===== src/rtl/i2c_if.sv =====
// Shared I2C bus: SCL from the controller, open-drain SDA resolved as a wired-AND
// of the controller and target pull-downs.
interface i2c_if;
    logic scl;
    logic ctrl_low;
    logic tgt_low;
    logic sda;

    assign sda = ~(ctrl_low | tgt_low);

    modport master (output scl, output ctrl_low, input sda);
    modport slave  (input scl, input sda, output tgt_low);
endinterface


===== src/rtl/i2c_target.sv =====
// I2C target: 7-bit masked address match, read/write bursts, repeated START, stream-driven ACK/NACK.
// Optional feature macro GENERAL_CALL_EN: address 7'h00 with W also matches. HOLD_CYCLES must be >= 1.
module i2c_target #(
    parameter logic [6:0]  SLAVE_ADDR  = 7'h42,
    parameter logic [6:0]  ADDR_MASK   = 7'h7F,
    parameter int unsigned SYNC_STAGES = 2,
    parameter int unsigned HOLD_CYCLES = 2
) (
    input  logic       clk,
    input  logic       rst,
    i2c_if.slave       i2c,
    input  logic       tx_valid,
    input  logic [7:0] tx_data,
    output logic       tx_pop,
    output logic       rx_valid,
    output logic [7:0] rx_data,
    input  logic       rx_ready,
    output logic       addr_hit,
    output logic       rw_bit,
    output logic       busy
);
    typedef enum logic [2:0] {
        IDLE, ADDR, ADDR_ACK, RX_BYTE, RX_ACK, TX_BYTE, TX_ACK, WAIT_STOP
    } state_t;

    state_t                 state, state_n;
    logic [SYNC_STAGES-1:0] scl_sync, sda_sync;
    logic [7:0]             hold_cnt;
    logic [3:0]             cnt, cnt_n;
    logic [7:0]             shift, shift_n, rx_data_n, start_byte;
    logic                   sda_low, sda_low_n, rw_n, filler, filler_n, busy_n;
    logic                   hit_n, rxv_n, pop_n;
    logic                   scl_now, scl_old, sda_now, sda_old;
    logic                   scl_rise, scl_fall, start_cond, stop_cond, launch;
    logic                   addr_match, addr_ok, tx_fill;

    assign scl_now    = scl_sync[SYNC_STAGES-2];
    assign scl_old    = scl_sync[SYNC_STAGES-1];
    assign sda_now    = sda_sync[SYNC_STAGES-2];
    assign sda_old    = sda_sync[SYNC_STAGES-1];
    assign scl_rise   = scl_now & ~scl_old;
    assign scl_fall   = ~scl_now & scl_old;
    assign start_cond = scl_old & scl_now & sda_old & ~sda_now;
    assign stop_cond  = scl_old & scl_now & ~sda_old & sda_now;
    assign launch     = (hold_cnt == 8'd1);

    // shift holds {addr[6:0], rw} once the eighth address bit is in
`ifdef GENERAL_CALL_EN
    assign addr_match = (shift[7:1] == 7'd0) ? ~shift[0]
                      : (((shift[7:1] ^ SLAVE_ADDR) & ADDR_MASK) == 7'd0);
`else
    assign addr_match = (((shift[7:1] ^ SLAVE_ADDR) & ADDR_MASK) == 7'd0);
`endif
    assign addr_ok    = addr_match & (~shift[0] | tx_valid);
    assign tx_fill    = (state == TX_ACK) & ~tx_valid;
    assign start_byte = tx_fill ? 8'hFF : tx_data;

    assign i2c.tgt_low = sda_low;

    always_ff @(posedge clk) begin
        if (rst) begin
            scl_sync <= '1;
            sda_sync <= '1;
            hold_cnt <= '0;
            state    <= IDLE;
            cnt      <= '0;
            shift    <= '0;
            sda_low  <= 1'b0;
            rw_bit   <= 1'b0;
            rx_data  <= '0;
            filler   <= 1'b0;
            busy     <= 1'b0;
            addr_hit <= 1'b0;
            rx_valid <= 1'b0;
            tx_pop   <= 1'b0;
        end else begin
            scl_sync <= {scl_sync[SYNC_STAGES-2:0], i2c.scl};
            sda_sync <= {sda_sync[SYNC_STAGES-2:0], i2c.sda};
            if (start_cond || stop_cond)
                hold_cnt <= '0;
            else if (scl_fall)
                hold_cnt <= 8'(HOLD_CYCLES);
            else if (hold_cnt != 8'd0)
                hold_cnt <= hold_cnt - 8'd1;
            state    <= state_n;
            cnt      <= cnt_n;
            shift    <= shift_n;
            sda_low  <= sda_low_n;
            rw_bit   <= rw_n;
            rx_data  <= rx_data_n;
            filler   <= filler_n;
            busy     <= busy_n;
            addr_hit <= hit_n;
            rx_valid <= rxv_n;
            tx_pop   <= pop_n;
        end
    end

    // Bits are taken on SCL rise; every SDA change happens on the delayed launch strobe after SCL fall.
    always_comb begin
        state_n   = state;
        cnt_n     = cnt;
        shift_n   = shift;
        sda_low_n = sda_low;
        rw_n      = rw_bit;
        rx_data_n = rx_data;
        filler_n  = filler;
        busy_n    = busy;
        hit_n     = 1'b0;
        rxv_n     = 1'b0;
        pop_n     = 1'b0;
        if (start_cond) begin
            state_n   = ADDR;
            cnt_n     = '0;
            sda_low_n = 1'b0;
            busy_n    = 1'b1;
        end else if (stop_cond) begin
            state_n   = IDLE;
            cnt_n     = '0;
            sda_low_n = 1'b0;
            busy_n    = 1'b0;
        end else begin
            case (state)
                ADDR, RX_BYTE: begin
                    if (scl_rise && cnt < 4'd8) begin
                        shift_n = {shift[6:0], sda_now};
                        cnt_n   = cnt + 4'd1;
                        if (state == RX_BYTE && cnt == 4'd7) begin
                            if (rx_ready) begin
                                rxv_n     = 1'b1;
                                rx_data_n = {shift[6:0], sda_now};
                            end else begin
                                state_n = WAIT_STOP;
                                cnt_n   = '0;
                            end
                        end
                    end else if (launch && cnt == 4'd8) begin
                        cnt_n = '0;
                        if (state == RX_BYTE) begin
                            sda_low_n = 1'b1;
                            state_n   = RX_ACK;
                        end else if (addr_ok) begin
                            sda_low_n = 1'b1;
                            hit_n     = 1'b1;
                            rw_n      = shift[0];
                            state_n   = ADDR_ACK;
                        end else begin
                            state_n = WAIT_STOP;
                        end
                    end
                end
                ADDR_ACK, TX_ACK: begin
                    if (state == TX_ACK && scl_rise && sda_now) begin
                        state_n = WAIT_STOP;
                    end else if (launch) begin
                        if (state == ADDR_ACK && !rw_bit) begin
                            sda_low_n = 1'b0;
                            state_n   = RX_BYTE;
                        end else begin
                            sda_low_n = ~start_byte[7];
                            shift_n   = {start_byte[6:0], 1'b0};
                            cnt_n     = 4'd1;
                            filler_n  = tx_fill;
                            state_n   = TX_BYTE;
                        end
                    end
                end
                RX_ACK: begin
                    if (launch) begin
                        sda_low_n = 1'b0;
                        state_n   = RX_BYTE;
                    end
                end
                TX_BYTE: begin
                    if (launch) begin
                        if (cnt < 4'd8) begin
                            sda_low_n = ~shift[7];
                            shift_n   = {shift[6:0], 1'b0};
                            cnt_n     = cnt + 4'd1;
                            pop_n     = (cnt == 4'd7) & ~filler;
                        end else begin
                            sda_low_n = 1'b0;
                            cnt_n     = '0;
                            state_n   = TX_ACK;
                        end
                    end
                end
                default: ;
            endcase
        end
    end
endmodule


===== src/flat_wrapper.sv =====
// flat-port wrapper written by rule: the top's interface ports become plain ports
module i2c_target_flat 
#(
    parameter logic [6:0]  SLAVE_ADDR  = 7'h42,
    parameter logic [6:0]  ADDR_MASK   = 7'h7F,
    parameter int unsigned SYNC_STAGES = 2,
    parameter int unsigned HOLD_CYCLES = 2
)
  (clk, rst, tx_valid, tx_data, tx_pop, rx_valid, rx_data, rx_ready, addr_hit, rw_bit, busy, i2c_scl, i2c_tgt_low);
  i2c_if i2c_i ();
  input  logic clk;
  input  logic rst;
  input  logic tx_valid;
  input  logic [7:0] tx_data;
  output logic tx_pop;
  output logic rx_valid;
  output logic [7:0] rx_data;
  input  logic rx_ready;
  output logic addr_hit;
  output logic rw_bit;
  output logic busy;
  input wire logic [$bits(i2c_i.scl)-1:0] i2c_scl;
  output wire logic [$bits(i2c_i.tgt_low)-1:0] i2c_tgt_low;
  assign i2c_i.scl = i2c_scl;
  assign i2c_tgt_low = i2c_i.tgt_low;
  i2c_target #(.SLAVE_ADDR(SLAVE_ADDR), .ADDR_MASK(ADDR_MASK), .SYNC_STAGES(SYNC_STAGES), .HOLD_CYCLES(HOLD_CYCLES)) u_core (.clk(clk), .rst(rst), .i2c(i2c_i), .tx_valid(tx_valid), .tx_data(tx_data), .tx_pop(tx_pop), .rx_valid(rx_valid), .rx_data(rx_data), .rx_ready(rx_ready), .addr_hit(addr_hit), .rw_bit(rw_bit), .busy(busy));
endmodule

===== config.mk =====
export PLATFORM = sky130hd
export DESIGN_NAME = i2c_target_flat
export DESIGN_NICKNAME = d
export VERILOG_FILES = /design/src/rtl/i2c_if.sv /design/src/rtl/i2c_target.sv /design/src/flat_wrapper.sv
export SDC_FILE = /design/constraint.sdc
export NUM_CORES = 1
export LEC_CHECK = 0
export CAP_MARGIN = 0
export CORE_MARGIN = 2
export CORE_UTILIZATION = 53
export DETAILED_ROUTE_END_ITERATION = 10
export PLACE_DENSITY = 0.74
export SLEW_MARGIN = 15
export SYNTH_ARGS = -nofsm -noshare
export SYNTH_HDL_FRONTEND = slang
export SYNTH_SLANG_ARGS = --single-unit
export TNS_END_PERCENT = 20

===== constraint.sdc =====
create_clock -name clk -period 2.5 [get_ports clk]
set_input_delay 0.25 -clock clk [delete_from_list [all_inputs] [get_ports clk]]
set_output_delay 0.25 -clock clk [all_outputs]
set_load 0.01 [all_outputs]

== Yosys cells after proc, flatten, opt, wreduce, memory -nomap -nowiden ==
Index checks and enable logic that the tools add are counted.

* $add $sub $neg: 2
* Multipliers: 0
* Divide/modulo/power cells: 0
* $lt $le $gt $ge: 1
* Equal/unequal tests: 31
* Shifts and indexed selects: 0
* Mux-type cells: 50
* Bitwise operators: 35
* Reductions and logical operators: 31

{| class="wikitable"
|+ Operators with widths
! kind !! count
|-
| 8-bit 2-to-1 mux || 7
|-
| 3-bit 2-to-1 mux || 12
|-
| 4-bit 2-to-1 mux || 9
|-
| 8-bit case mux with 3 select lines || 1
|-
| 8-bit AND reduction || 3
|-
| 1-bit inverter || 22
|-
| 6-bit AND reduction || 3
|-
| 1-bit 2-to-1 mux || 16
|-
| 2-bit by 1-bit inequality test with 1-bit output (second input constant) || 6
|-
| 3-bit case mux with 4 select lines || 1
|-
| 4-bit case mux with 3 select lines || 1
|-
| 6-bit OR reduction || 2
|-
| 1-bit AND || 10
|-
| 5-bit by 1-bit inequality test with 1-bit output (second input constant) || 2
|-
| 5-bit by 3-bit inequality test with 1-bit output (second input constant) || 2
|-
| 3-bit equality test (second input constant) || 3
|-
| 3-bit by 1-bit inequality test with 1-bit output (second input constant) || 3
|-
| 9-bit AND reduction || 1
|-
| 8-bit by 1-bit equality test with 1-bit output (second input constant) || 1
|-
| 2-bit inequality test (second input constant) || 4
|-
| 4-bit by 1-bit inequality test with 1-bit output (second input constant) || 2
|-
| 8-bit nonzero test || 1
|-
| 8-bit by 1-bit subtractor with 8-bit output (second input constant) || 1
|-
| 7-bit zero test || 1
|-
| 23 further kinds || 36
|}

* Register bits after elaboration: 42
* Latch bits: 0
* RAM bits: 0
* Bits in read-only memories: 0
* Input bits: 13
* Output and inout port bits: 14
* Word-level logic and storage cells: 166
* Memories kept: 0

== Longest topological paths before layout ==
Gate-level depths: netlist of the first run.

* Depth after elaboration: 10
* Gate-level depth with buffers: 8

== Least setup slack after synthesis of the first run ==
No wires, ideal clock.

* Path kind: reg-to-reg
* Start: register u_core.hold_cnt[1]
* End: register u_core.shift[0]
* Arrival time: 1.814 ns
* Required time: 2.430 ns
* Slack: 0.615 ns
* Cell stages (with the launch flop): 8
* Buffers on the path: 0
* Cells stage by stage: dfxtp_1 inv_1 ha_1 nor3b_2 a21oi_1 o22a_1 or4_1 a21oi_1

* Cells in the longest elaborated chain, start to end: 3
* Elaborated cells on any way between the ends: 4
* Those cells by class: eq/ne: 3; reduce/logical: 1

{| class="wikitable"
|+ Ends and longest elaborated chain
! what !! line !! RTL
|-
| from (decl) || i2c_target.sv:28 || <nowiki>logic [7:0] hold_cnt;</nowiki>
|-
| from (signal assigned) || i2c_target.sv:82 || <nowiki>hold_cnt <= 8'(HOLD_CYCLES);</nowiki>
|-
| from (signal assigned) || i2c_target.sv:84 || <nowiki>hold_cnt <= hold_cnt - 8'd1;</nowiki>
|-
| 8-bit by 1-bit equality test with 1-bit output (*) || i2c_target.sv:45 || <nowiki>assign launch = (hold_cnt == 8'd1);</nowiki>
|-
| 2-bit by 1-bit inequality test with 1-bit output (no line) || - ||
|-
| 9-bit AND reduction (no line) (*) || - ||
|-
| to (signal assigned) || i2c_target.sv:87 || <nowiki>shift <= shift_n;</nowiki>
|-
| to (decl) || i2c_target.sv:30 || <nowiki>logic [7:0] shift, shift_n, rx_data_n, start_byte;</nowiki>
|}

Mark *: on every way between the ends. The rest lies on a longest branch, timed or not.
A chain may end at the register's enable or synchronous reset.

== Worst setup path after layout of the first run ==
Same ends and word-level chain as after synthesis.

==> run_results.csv, run 1 <==
group,metric,value,unit
pwr,netSwitchingPower,899,uW
pwr,peakVddDrop,409,uV
cts,path_clk_slew,0.08,ns
setup_path,critPathSlowestCell,"or4_1",
global_route,antenna_found_initial,0,
final_layout,final_nets,347,
setup_path,reg2regPathDepth,7,
setup_path,rr_startpoint,"u_core.hold_cnt[1]",
placement,io_buffer_count,26,
timing,tns,0,ns
timing,finalHoldViolCount,0,
cts,clockBufferDepth,2,
route,first_pass_iters,5,
pwr,p_clk_share,22.8,%
setup_path,critPathMaxStageDelay,0.56,ns
synthesis,synth-edff-count,0,
setup_path,worstPathBufferInverterCount,1,
global_route,grt_start_max_net_pins,24,
global_route,grt_pass1_wl,10.4,mm
pwr,power.leakage,0.00112,uW
route,ant_nets,0,
synthesis,synth_nets,319,
min_path,hold_path.startpoint,"u_core.i2c.tgt_low",
synthesis,yosysTopAreaCell,"dfxtp_1",
setup_path,startpoint_type,"register",
setup_path,cp.required,2.74,ns
final_layout,layout-drive-gt1-share,9.73,%
timing,finalCriticalPeriod,2.29,ns
cts,ctsHoldBuffers,0,
timing,timing.final.crit_share,91.5,%
setup_path,crit_arrival,2.53,ns
route,vias_per_cell,6.24,
timing,setup_viol,0,
pwr,swShare,38.4,%
pwr,p_int,1440,uW
cts,clock_sinks,42,
timing,fin_ws,0.211,ns
run_status,status,"complete, no violations",
placement,dp_hpwl,4.55,mm
route,wl,6.26,mm
cts,worstSkewPairLatency,0.30,ns
route,wire_per_inst,16.4,um
pwr,p_per_area,813,nW/um^2
synthesis,synth_seq_cells,42,
setup_path,crit_path_max_fanout,12,
min_path,holdPathStages,2,
setup_path,r2r_end,"u_core.shift[0]",
synthesis,synth.avg_cell_area,8.06,um^2
final_layout,fin_util,65.6,%
floorplanning,std_cell_rows,24,
floorplanning,initial_core_util,55.2,%
global_route,overflow,0,
final_layout,diodes,0,
global_route,grt_pass1_vias,2140,
min_path,min_to,"u_core.i2c.tgt_low",
placement,place_congestion,0.932,
cts,htreeDepth,2,
final_layout,area_delta_synth_final,18.8,%
synthesis,yosysMostFrequentCell,"nor2_1",
cts,cts_buffers,5,
route,via_count,2376,
pwr,power,2340,uW
setup_path,crit_chain,"inv_1 -> ha_1 -> nor3b_2 -> nand2_2 -> o22a_1 -> or4_1 -> a21oi_1",
cts,postCtsResizedCells,0,
timing,worst_slew_pin_slew,0.861,ns
floorplanning,die_x,71.6,um
pwr,p_seq_share,36.9,%
timing,grt_setup_unrepaired,"false",
synthesis,synthTopCellsByArea,"dfxtp_1 (35%), nor2_1 (6.8%), a21oi_1 (5.2%)",
job,drv_cap,0,
synthesis,synthCells,300,
floorplanning,core,4380,um^2
synthesis,synth-main-ff-cell,"dfxtp_1",
setup_path,endpoint_kind,"register",
min_path,hold_class,"reg -> reg",
setup_path,r2r_slack,0.21,ns
synthesis,yosysSeqAreaShare,34.8,%
timing,maxSlewViolCount,0,
synthesis,synthArstFlopShare,0,%
timing,fin_skew,0.00693,ns
cts,root_buffer,"clkbuf_8",
floorplanning,die_h,71.6,um
route,drtIter0Drc,285,
floorplanning,die_area,5120,um^2
placement,preCtsSetupSlack,0.257,ns
synthesis,synthTopCellsByCount,"nor2_1 (44), dfxtp_1 (42), a21oi_1 (25)",
setup_path,crit_family,"simple AND/OR/NAND/NOR gates",
cts,cts_setup_buffers,0,
setup_path,crit_type,"reg -> reg",
cts,cts_tree,"built",
pwr,comb_power_share,40.3,%
synthesis,synth_area,2420,um^2
global_route,track_usage,25.5,%
timing,relSlewSlack,42.2,%
synthesis,synth_cell_type_count,54,
synthesis,synth_top_area_share,34.8,%
route,drcViolationCount,0,
synthesis,synth_warnings,1,
timing,clock.fmax,437,MHz
floorplanning,io_pins,27,
power groups by stage:
stage          clock network (uW)  registers (uW)  logic, uW
2_1_floorplan                   0             850        740
3_3_place_gp                    0             871        909
3_5_place_dp                    0             879        927
4_1_cts                       543             863        935
5_1_grt                       563             876       1060
6_report                      533             863        941
registers in the layout, summed over array words and instances (netlist names), 2 cells and up:
register / cells
u_core.hold_cnt: 8
u_core.rx_data: 8
u_core.shift: 8
u_core.cnt: 4
u_core.state: 3
u_core.scl_sync: 2
u_core.sda_sync: 2
cell usage in the layout, fill, tap and decap left out, types with 2 or more instances in the layout:
master and count:
a211o_1 2, a211oi_1 5, a21o_1 2, a21oi_1 25
a41o_1 2, and2_1 3, and3_1 4, and3b_1 3
and4b_1 2, buf_4 13, clkbuf_8 5, clkdlybuf4s50_1 26
clkinv_2 2, dfxtp_1 42, ha_1 6, inv_1 10
mux2i_1 10, nand2_1 12, nand2b_1 5, nand3_1 6
nand3b_1 2, nand4_1 11, nor2_1 44, nor2b_1 4
nor3_1 12, nor4_1 4, o2111ai_1 2, o211a_1 3
o211ai_1 5, o21ai_0 11, o22ai_1 2, o31ai_1 10
or2_2 6, xnor2_1 6
metal layers:
metal	GRT usage (%)	vias up	part of all wire, %
met5	0	-	0
met4	9.85	0	2.1
met3	4.36	13	6.9
met2	40.2	110	46
met1	34.8	1097	45
li1	-	1156	-
per-stage QoR:
step	instances	area, um^2	hold slack, ns
6_report	381	2870	0.480
5_1_grt	381	2870	0.502
4_1_cts	381	2870	0.487
3_5_place_dp	373	2770	0.463
3_3_place_gp	373	2770	0.463
2_1_floorplan	300	2420	0.278
worst max-delay path by stage:
| stage | cells past startpoint | end | startpoint |
|---|---|---|---|
| global placement | 7 | u_core.shift[0] | u_core.hold_cnt[1] |
| detailed placement | 7 | u_core.shift[0] | u_core.hold_cnt[1] |
| CTS | 7 | u_core.shift[0] | u_core.hold_cnt[1] |
| finish | 7 | u_core.shift[0] | u_core.hold_cnt[1] |
| floorplan | 7 | u_core.shift[0] | u_core.hold_cnt[1] |
| global route | 7 | u_core.shift[0] | u_core.hold_cnt[1] |
worst reg2reg max path: stages (launching register included):
cell     delay, ns
dfxtp_1       0.32
inv_1         0.11
ha_1          0.15
nor3b_2       0.38
nand2_2       0.19
o22a_1        0.38
or4_1         0.56
a21oi_1       0.14
area by class of cell:
cell class	count	area, um^2
fillers	371	1510
multi-input cells	230	1460
clock inverters	3	40.0
flip-flops and latches	42	841
well taps	52	65.1
inverters	10	37.5
clock buffers	5	68.8
repair buffers	39	358
cells by family (layout without fill, tap and decap cells):
group | after synthesis | in the layout | share of synthesized area [%]
buf+inv | 28 | 57 | 4.71
mux | 10 | 10 | 4.14
xor+xnor | 7 | 7 | 2.53
simple gates | 128 | 128 | 28.9
compound gates | 79 | 79 | 21.8
fa+ha+maj | 6 | 6 | 3.10
flops | 42 | 42 | 34.8
No activity file was read; power rests on OpenSTA's default activity.
==> run 2, diff against run 1 <==
Settings changed: CORE_MARGIN 2 to 10, SLEW_MARGIN 15 to 10.
==> run_results.csv, run 2 (synthesis gave the netlist of run 1 again) <==
group,metric,value,unit
cts,path_clk_slew,0.08,ns
pwr,netSwitchingPower,891,uW
placement,preCtsSetupSlack,0.242,ns
setup_path,worstPathBufferInverterCount,1,
setup_path,crit_family,"simple AND/OR/NAND/NOR gates",
cts,cts_buffers,5,
pwr,p_int,1360,uW
floorplanning,io_pins,27,
global_route,track_usage,16.5,%
timing,finalHoldViolCount,0,
route,drtIter0Drc,316,
timing,fin_skew,0.00683,ns
setup_path,critPathSlowestCell,"or4_1",
route,wire_per_inst,16.4,um
timing,finalCriticalPeriod,2.31,ns
final_layout,multi_input_area,1460,um^2
cts,cts_setup_buffers,0,
pwr,swShare,39.5,%
setup_path,crit_arrival,2.55,ns
setup_path,crit_path_max_fanout,12,
pwr,p_clk_share,20.1,%
final_layout,final_cell_mix,"nor2_1 (44), dfxtp_1 (42), clkdlybuf4s50_1 (26), a21oi_1 (25)",
pwr,power.leakage,0.00110,uW
timing,grt_setup_unrepaired,"false",
route,vias_per_cell,6.21,
placement,place_congestion,0.903,
final_layout,design_area,2850,um^2
run_status,status,"complete, no violations",
pwr,p_per_area,793,nW/um^2
final_layout,reg.largest.list,"u_core.hold_cnt (8), u_core.rx_data (8), u_core.shift (8)",
floorplanning,std_cell_rows,24,
floorplanning,die_h,87.6,um
global_route,overflow,0,
cts,root_buffer,"clkbuf_8",
floorplanning,initial_core_util,55.2,%
route,via_count,2352,
setup_path,crit_chain,"inv_1 -> ha_1 -> nor3b_2 -> nand2_2 -> o22a_1 -> or4_1 -> a21oi_1",
final_layout,diodes,0,
pwr,peakVddDrop,385,uV
global_route,grt_pass1_wl,10.3,mm
timing,clock.fmax,432,MHz
cts,clockBufferDepth,2,
pwr,comb_power_share,41.8,%
final_layout,final_nets,345,
timing,setup_viol,0,
final_layout,nFillCells,375,
cts,postCtsResizedCells,0,
floorplanning,die_x,87.6,um
timing,worst_slew_pin_slew,0.883,ns
final_layout,area_delta_synth_final,17.6,%
placement,io_buffer_count,26,
floorplanning,die_area,7670,um^2
cts,worstSkewPairLatency,0.29,ns
timing,timing.final.crit_share,92.6,%
cts,htreeDepth,2,
pwr,p_seq_share,38.1,%
route,wl,6.22,mm
final_layout,regArea,841,um^2
cts,clock_sinks,42,
global_route,grt_pass1_vias,2119,
timing,fin_ws,0.186,ns
setup_path,cp.required,2.73,ns
route,drcViolationCount,0,
timing,relSlewSlack,40.8,%
setup_path,endpoint_kind,"register",
cts,ctsHoldBuffers,0,
setup_path,crit_type,"reg -> reg",
floorplanning,core,4380,um^2
timing,tns,0,ns
setup_path,startpoint_type,"register",
final_layout,mostFrequentLayoutCell,"nor2_1",
cts,cts_tree,"built",
route,ant_nets,0,
setup_path,critPathMaxStageDelay,0.55,ns
job,drv_cap,0,
placement,placed_cell_area,2750,um^2
global_route,antenna_found_initial,0,
final_layout,fin_util,64.9,%
min_path,hold_class,"reg -> reg",
final_layout,layout-drive-gt1-share,9.17,%
placement,dp_hpwl,4.52,mm
global_route,grt_start_max_net_pins,24,
timing,maxSlewViolCount,0,
route,first_pass_iters,5,
==> run 2: cell count changes in the layout (fill, tap and decap cells not counted) <==
cell and delta:
clkinv_2 -1, bufinv_16 -1, buf_4 -2, clkinvlp_4 +1, clkbuf_8 +1
==> run 2: layout make-up <==
class	instances	area share, %
Multi-Input combinational cell	230	51.5
Clock buffer	6	2.90
Inverter	10	1.32
Timing Repair Buffer	37	12.0
Clock inverter	2	0.440
Sequential cell	42	29.6
Tap cell	52	2.29
==> run 2: path summary, 6_finish.rpt <==
check	start	end	slack (ns)	depth (start not counted)
setup / recovery	u_core.hold_cnt[1]	u_core.shift[0]	0.19	7
hold / removal	u_core.i2c.tgt_low	u_core.i2c.tgt_low	0.48	2
setup reg to reg	u_core.hold_cnt[1]	u_core.shift[0]	0.19	7
hold reg to reg	u_core.i2c.tgt_low	u_core.i2c.tgt_low	0.48	2
==> run 2: layer usage <==
layer  global-route usage [%]  vias up  wire length (um)
li1                         -     1154                 -
met1                     21.5     1085              2870
met2                     25.7      106              2810
met3                     4.83        7               488
met4                     4.64        0                53
met5                        0        -                 0
==> run 2: power groups by stage <==
| stage | logic, uW | clock network [uW] | registers [uW] |
|---|---|---|---|
| final | 942 | 454 | 860 |
| after global routing | 1050 | 489 | 871 |
| after CTS | 935 | 467 | 858 |
| after detailed placement | 931 | 0 | 873 |
| after global placement | 907 | 0 | 868 |
| after floorplan | 740 | 0 | 850 |
==> run 2: worst register-to-register path, cell delays in order, from the launching register on <==
cell,delay [ns]
dfxtp_1,0.32
inv_1,0.11
ha_1,0.15
nor3b_2,0.41
nand2_2,0.19
o22a_1,0.38
or4_1,0.56
a21oi_1,0.14
==> run 2: through the flow <==
step                      std cells  hold slack, ns  power, uW
after floorplan                 300           0.278       1590
after global placement          371           0.461       1770
after detailed placement        371           0.458       1800
after CTS                       379           0.479       2260
after global routing            379           0.508       2410
final                           379           0.478       2260
